$ cat src/rtl/aes_pkg.sv
// Shared AES definitions: geometry, state/column types, the round FSM
// encoding, and the GF(2^8) doubling helper used by MixColumns.
package aes_pkg;

  localparam int AES_NCOL = 4;
  localparam int AES_CW   = 32;

  typedef logic [AES_CW-1:0] aes_col_t;

  // Element [AES_NCOL-1] is the MSB column, i.e. AES column 0.
  typedef logic [AES_NCOL-1:0][AES_CW-1:0] aes_state_t;

  typedef enum logic [1:0] {
    IDLE = 2'd0,
    RUN  = 2'd1,
    DONE = 2'd2
  } aes_fsm_e;

  // Multiply by x (0x02) in GF(2^8) modulo x^8 + x^4 + x^3 + x + 1.
  function automatic logic [7:0] xtime(input logic [7:0] b);
    return {b[6:0], 1'b0} ^ (b[7] ? 8'h1b : 8'h00);
  endfunction

endpackage

$ cat src/rtl/mixcolumn_gate.sv
// Combinational MixColumns transform of a single 32-bit column.
// Byte 0 of the column is the MSB byte.
module mixcolumn_gate
  import aes_pkg::*;
(
  input  aes_col_t x,
  output aes_col_t y
);

  logic [7:0] a0, a1, a2, a3;
  logic [7:0] d0, d1, d2, d3;

  assign a0 = x[31:24];
  assign a1 = x[23:16];
  assign a2 = x[15:8];
  assign a3 = x[7:0];

  // Doubled bytes; tripling is doubling xor the byte itself.
  assign d0 = xtime(a0);
  assign d1 = xtime(a1);
  assign d2 = xtime(a2);
  assign d3 = xtime(a3);

  // Circulant matrix rows {2,3,1,1}.
  assign y[31:24] = d0 ^ (d1 ^ a1) ^ a2 ^ a3;
  assign y[23:16] = a0 ^ d1 ^ (d2 ^ a2) ^ a3;
  assign y[15:8]  = a0 ^ a1 ^ d2 ^ (d3 ^ a3);
  assign y[7:0]   = (d0 ^ a0) ^ a1 ^ a2 ^ d3;

endmodule

$ cat src/rtl/aes_mixcol_seq.sv
// Column-serial MixColumns engine: one 128-bit state per handshake, one
// column per cycle through a single shared gate, result held on out_*.
//
// Handshakes: a transfer happens on a rising edge where valid and ready are
// both high. in_valid is ignored while in_ready is low; in_state/in_bypass
// are sampled only on a transfer. Once out_valid rises it stays high with
// out_state stable until out_ready is seen. in_ready is combinational on
// out_ready in DONE so a new state can be taken on the same edge the result
// is consumed.
module aes_mixcol_seq
  import aes_pkg::*;
#(
  parameter int NCOL = AES_NCOL,
  parameter int CW   = AES_CW
) (
  input  logic               clk,
  input  logic               rst_n,
  input  logic               in_valid,
  output logic               in_ready,
  input  logic [NCOL*CW-1:0] in_state,
  input  logic               in_bypass,
  output logic               out_valid,
  input  logic               out_ready,
  output logic [NCOL*CW-1:0] out_state,
  output logic               busy
);

  localparam logic [1:0] LAST_COL = 2'(NCOL - 1);

  aes_fsm_e   state_q;
  logic [1:0] col_cnt;
  aes_state_t buf_q;
  logic       byp_q;

  logic       accept;
  logic [1:0] col_idx;
  aes_col_t   gate_x;
  aes_col_t   gate_y;

  // Column c lives in packed element NCOL-1-c, which for a 2-bit counter is ~c.
  assign col_idx = ~col_cnt;
  assign gate_x  = buf_q[col_idx];

  mixcolumn_gate u_gate (
    .x (gate_x),
    .y (gate_y)
  );

  // Ready in IDLE, or in DONE when the held result is being consumed.
  assign in_ready  = rst_n && ((state_q == IDLE) || ((state_q == DONE) && out_ready));
  assign accept    = in_valid && in_ready;
  assign out_valid = (state_q == DONE);
  assign out_state = buf_q;
  assign busy      = (state_q != IDLE);

  // Control FSM together with the state buffer and column counter.
  always_ff @(posedge clk or negedge rst_n) begin
    if (!rst_n) begin
      state_q <= IDLE;
      col_cnt <= 2'd0;
      buf_q   <= '0;
      byp_q   <= 1'b0;
    end else begin
      case (state_q)
        IDLE: begin
          if (accept) begin
            buf_q   <= in_state;
            byp_q   <= in_bypass;
            col_cnt <= 2'd0;
            state_q <= in_bypass ? DONE : RUN;
          end
        end
        RUN: begin
          if (!byp_q) begin
            buf_q[col_idx] <= gate_y;
          end
          if (col_cnt == LAST_COL) begin
            col_cnt <= 2'd0;
            state_q <= DONE;
          end else begin
            col_cnt <= col_cnt + 2'd1;
          end
        end
        DONE: begin
          // buf_q is untouched here unless the result is consumed.
          if (out_ready) begin
            if (accept) begin
              buf_q   <= in_state;
              byp_q   <= in_bypass;
              col_cnt <= 2'd0;
              state_q <= in_bypass ? DONE : RUN;
            end else begin
              state_q <= IDLE;
            end
          end
        end
        default: begin
          state_q <= IDLE;
          col_cnt <= 2'd0;
        end
      endcase
    end
  end

endmodule

$ cat config.mk
export PLATFORM = sky130hd
export DESIGN_NAME = aes_mixcol_seq
export DESIGN_NICKNAME = d
export VERILOG_FILES = /design/src/rtl/aes_pkg.sv /design/src/rtl/mixcolumn_gate.sv /design/src/rtl/aes_mixcol_seq.sv
export SDC_FILE = /design/constraint.sdc
export NUM_CORES = 1
export LEC_CHECK = 0
export CAP_MARGIN = 20
export CELL_PAD_IN_SITES_DETAIL_PLACEMENT = 1
export CELL_PAD_IN_SITES_GLOBAL_PLACEMENT = 2
export CORE_UTILIZATION = 29
export DETAILED_ROUTE_END_ITERATION = 8
export GPL_ROUTABILITY_DRIVEN = 0
export GPL_TIMING_DRIVEN = 1
export PLACE_DENSITY = 0.85
export SETUP_SLACK_MARGIN = 0.05
export SYNTH_ARGS = -nofsm -noshare
export SYNTH_HDL_FRONTEND = slang
export SYNTH_SLANG_ARGS = --single-unit
$ cat constraint.sdc
create_clock -name clk -period 2.9 [get_ports clk]
set_clock_uncertainty 0.2 [all_clocks]
set_input_delay 0.87 -clock clk [delete_from_list [all_inputs] [get_ports clk]]
set_output_delay 0.87 -clock clk [all_outputs]
set_load 0.05 [all_outputs]
Word-level counts from Yosys, hierarchy flattened
Cells that the tools add are included.

Bits of input ports: 133. Register bits after elaboration: 133. Word-level logic and storage cells: 76. Output and inout bits: 131.

Bitwise operators: 21. Muxes and demuxes: 26. Magnitude comparators: 2. Equal/unequal tests: 7. Add/sub/neg operators: 1. Reduce and logical (&&, ||, !) cells: 12.

Operator list (count): two-way mux 128 bit (3); one-hot mux 128 bit (3 select lines) (1); XOR 8 bit (20); bitwise mux 128 bit (1); binary-select mux 32 bit (select 2 bit) (1); demux 32 bit (select 2 bit) (1); two-way mux 32 bit (2); two-way mux 5 bit (4); two-way mux 2 bit (8); one-hot mux 2 bit (3 select lines) (2); inequality test 2 bit, second input constant (3); AND reduction 3 bit (2); equality test 2 bit, second input constant (2); logical AND 1 bit (4); nonzero test 2 bit (2); less-than comparator 2 x 3 -> 1 bit, second input constant (1); nonzero test 3 bit (1); adder 2 x 1 -> 2 bit, second input constant (1); equality test 2 x 1 -> 1 bit, second input constant (1); greater-or-equal comparator 2 x 1 -> 1 bit, second input constant (1); logical NOT 2 bit (1); two-way mux 1 bit (2); inequality test 2 x 1 -> 1 bit, second input constant (1); inverter 2 bit (1); other kinds (3) (3).

Depth between registers and ports, before layout
Depth after elaboration: 12. Depth in mapped cells: 8. Depth with buffers taken out: 5.

Hierarchy
Synthesis repeated with hierarchy kept, for this count alone.

Cells, all modules: 647. Area total of the unflattened synthesis: 8993.6 µm².

Modules (own cells, without submodules): aes_mixcol_seq (cells each 560, instances 1, sequential area each 3328.2 µm², area each 7672.4 µm²); mixcolumn_gate (cells each 87, instances 1, sequential area each 0.0 µm², area each 1321.3 µm²).

Worst setup path after synthesis
No wires, ideal clock.

Path kind: input -> output. Start point: input out_ready. End point: output in_ready. Path buffers: 0. Arrival time: 1.427 ns. Stages: 2. Required time: 1.830 ns. Setup slack: 0.403 ns. Path through: nand2b_1 > and3b_1.

Word-level cells in the longest chain between the ends: 3.

RTL lines: start: declaration (line aes_mixcol_seq.sv:23) `input logic out_ready,`; logical AND 1 bit (line aes_mixcol_seq.sv:50) `assign in_ready = rst_n && ((state_q == IDLE) || ((state_q == DONE) && out_ready));`; logical OR 1 bit (line aes_mixcol_seq.sv:50); logical AND 1 bit (line aes_mixcol_seq.sv:50); end: declaration (line aes_mixcol_seq.sv:19) `output logic in_ready,`.

No other way between the ends.

Worst setup path after layout
Start point: register buf_q, in the netlist out_state[44]. End point: output out_state[44].

RTL lines: start: declaration (line aes_mixcol_seq.sv:32) `aes_state_t buf_q;`; start signal: assignment (line aes_mixcol_seq.sv:67) `buf_q <= in_state;`; start signal: indexed assignment (line aes_mixcol_seq.sv:75) `buf_q[col_idx] <= gate_y;`; start signal: assignment (line aes_mixcol_seq.sv:88) `buf_q <= in_state;`; end: declaration (line aes_mixcol_seq.sv:24) `output logic [NCOL*CW-1:0] out_state,`.

No word-level cell between the ends.

==> flow_metrics.tcl <==
set metrics [dict create \
    cts_buffers 17 \
    hold_class "in -> async" \
    finalCritPeriodShare 0.9572 \
    die_area_sq_um 26550 \
    crit_required_ns 1.83 \
    drive_above_1_share 0.1502 \
    whs_ns 0.3225 \
    synthToLayoutAreaGrowth_pct 51.79 \
    numPortBuffers 263 \
    cp_cell_sequence "clkdlybuf4s50_1" \
    place_area_sq_um 10810 \
    die_x_microns 162.9 \
    slew_viol_final 0 \
    synthFlopType "dfrtp_1" \
    ys.warnings.count 0 \
    seqCellArea_sq_um 3331 \
    start_kind "register" \
    via_per_inst 5.435 \
    path_clk_slew_ns 0.07 \
    drt-pass1-iter-count 5 \
    netlist_instances 593 \
    mostFrequentLayoutCells "clkdlybuf4s50_1 (258), dfrtp_1 (131), o22ai_1 (80), a21oi_1 (80), a22oi_1 (48)" \
    rsz0062_at_grt "false" \
    avgSynthCellArea_sq_um 12.67 \
    floorplan.core_area_sq_um 25330 \
    slew_headroom 0.3007 \
    drc_errors 0 \
    holdBufCountCts 0 \
    ys_ff_latch 133 \
    final_common_cell "clkdlybuf4s50_1" \
    period_minus_slack_ns 2.776 \
    yosysSeqAreaShare 0.4431 \
    setup_tns_ns 0 \
    max_cap_viol_count 0 \
    setup_viol 0 \
    clk-insertion-delay-late_ns 0.42 \
    fill_cells 2653 \
    wl_microns 29710 \
    hold_viol 0 \
    initial_utilization 0.2966 \
    cts_setup_buffers 0 \
    cp_slowest_cell "clkdlybuf4s50_1" \
    critPathTopFamily "buffers and inverters" \
    boundaryPins 264 \
    overflow 0 \
    endpoint_kind "output pin" \
    row_count 58 \
    grt_start_max_net_pins 90 \
    tightest_slew_ns 1.049 \
    cts_root_buf "clkbuf_16" \
    stdcell_area_sq_um 11400 \
    grt_pass1_wl_microns 44020 \
    multi_input_area_sq_um 3979 \
    path_class "reg -> out" \
    max_clock_freq_mhz 360.2 \
    htreeDepth 4 \
    vias 6538 \
    outcome "finished, final reports clean" \
    antenna_found_initial 1 \
    grt_use_total 0.2261 \
    die_h_microns 162.9 \
    cp_max_fo 3 \
    cts_buffer_depth 2 \
    first_iter_violations 419 \
    arrival_ns 1.71 \
    ys_types 36 \
    cts_tree "done" \
    antenna_left 0 \
    clock_sinks 133 \
    synth_edf_count 0 \
    cp_num_buf_inv 1 \
    avgRoutedWirePerCell_microns 24.70 \
    syn_nets 730 \
    post-dp-hpwl_microns 21600 \
    grt_pass1_vias 7080 \
    critPathMaxStageDelay_ns 0.84 \
    syn-cell-area_sq_um 7511 \
    nNetsFinal 997 \
    async_flop_share 1.000 \
]
## path summary, 6_finish.rpt
kind | startpoint | endpoint | slack, ns | cells past startpoint
max in group asynchronous | rst_n | out_state[93] | 1.06 | 3
min in group clk | out_state[121] | out_state[121] | 0.34 | 2
max reg2reg | col_cnt[0] | out_state[68] | 0.19 | 5
min | rst_n | out_state[64] | 0.32 | 2
min reg2reg | out_state[121] | out_state[121] | 0.34 | 2
max | out_state[44] | out_state[44] | 0.12 | 1
## kinds of logic after synthesis
| family | count (synthesis) | share of synthesized area |
|---|---|---|
| fa+ha+maj | 4 | 0.006664 |
| buf+inv | 58 | 0.03615 |
| compound gates | 270 | 0.2154 |
| xor+xnor | 72 | 0.1844 |
| mux | 32 | 0.09595 |
| simple gates | 24 | 0.01833 |
| flops | 133 | 0.4431 |
## sequential cells by signal (all words and copies together) (netlist names)
register / cells
out_state: 128
col_cnt: 2
state_q: 2
byp_q: 1
## layout make-up
type,instances,share of cell area
antenna,1,0.0002195
clock buffer,17,0.03731
clock inverter,14,0.01350
inverter,4,0.001317
multi-input combinational,402,0.3490
sequential,133,0.2921
tap,330,0.03622
timing repair buffer,302,0.2703
## metrics by stage
stage,cells,setup slack [ns],util
global placement,1171,-0.1988,0.4266
floorplan,593,0.4028,-
finish,1203,0.1241,0.4502
CTS,1202,0.1161,0.4498
detailed placement,1171,-0.2350,0.4266
global route,1203,0.07189,0.4502
## timing repair
action,in CTS,in global routing
endpoints found under the setup margin,2,1
pin swaps,1,0
resized for setup,4,1
## routing by layer
metal | track usage | wire length (microns) | vias up
met3 | 0.04889 | 1989 | 22
li1 | - | - | 2875
met4 | 0.05607 | 372 | 0
met2 | 0.3772 | 14630 | 296
met1 | 0.2973 | 12720 | 3345
met5 | 0 | 0 | -
## Yosys cell counts, types with 2 or more instances
| library cell | n | area, sq um |
|---|---|---|
| dfrtp_1 | 133 | 3328 |
| a21oi_1 | 80 | 400.4 |
| o22ai_1 | 80 | 500.5 |
| a22oi_1 | 48 | 360.4 |
| clkbuf_1 | 43 | 161.4 |
| xnor3_1 | 39 | 878.3 |
| o21ai_1 | 38 | 190.2 |
| mux4_2 | 32 | 720.7 |
| xor2_1 | 12 | 105.1 |
| o21ai_0 | 11 | 55.05 |
| nand2_1 | 7 | 26.28 |
| buf_2 | 6 | 30.03 |
| xnor2_1 | 6 | 52.55 |
| xnor2_4 | 6 | 165.2 |
| xor3_1 | 5 | 118.9 |
| buf_6 | 4 | 45.04 |
| ha_1 | 4 | 50.05 |
| inv_1 | 4 | 15.01 |
| o32ai_1 | 4 | 35.03 |
| xnor2_2 | 4 | 65.06 |
| and2_1 | 3 | 18.77 |
| nor2_1 | 3 | 11.26 |
| o31ai_1 | 3 | 22.52 |
| o32a_1 | 3 | 30.03 |
| a21o_1 | 2 | 15.01 |
| nand2b_1 | 2 | 12.51 |
| or2_2 | 2 | 12.51 |
Power is left out: the tool's default activity adds up to more than one toggle a clock period on the data nets, which glitch-free logic cannot reach.
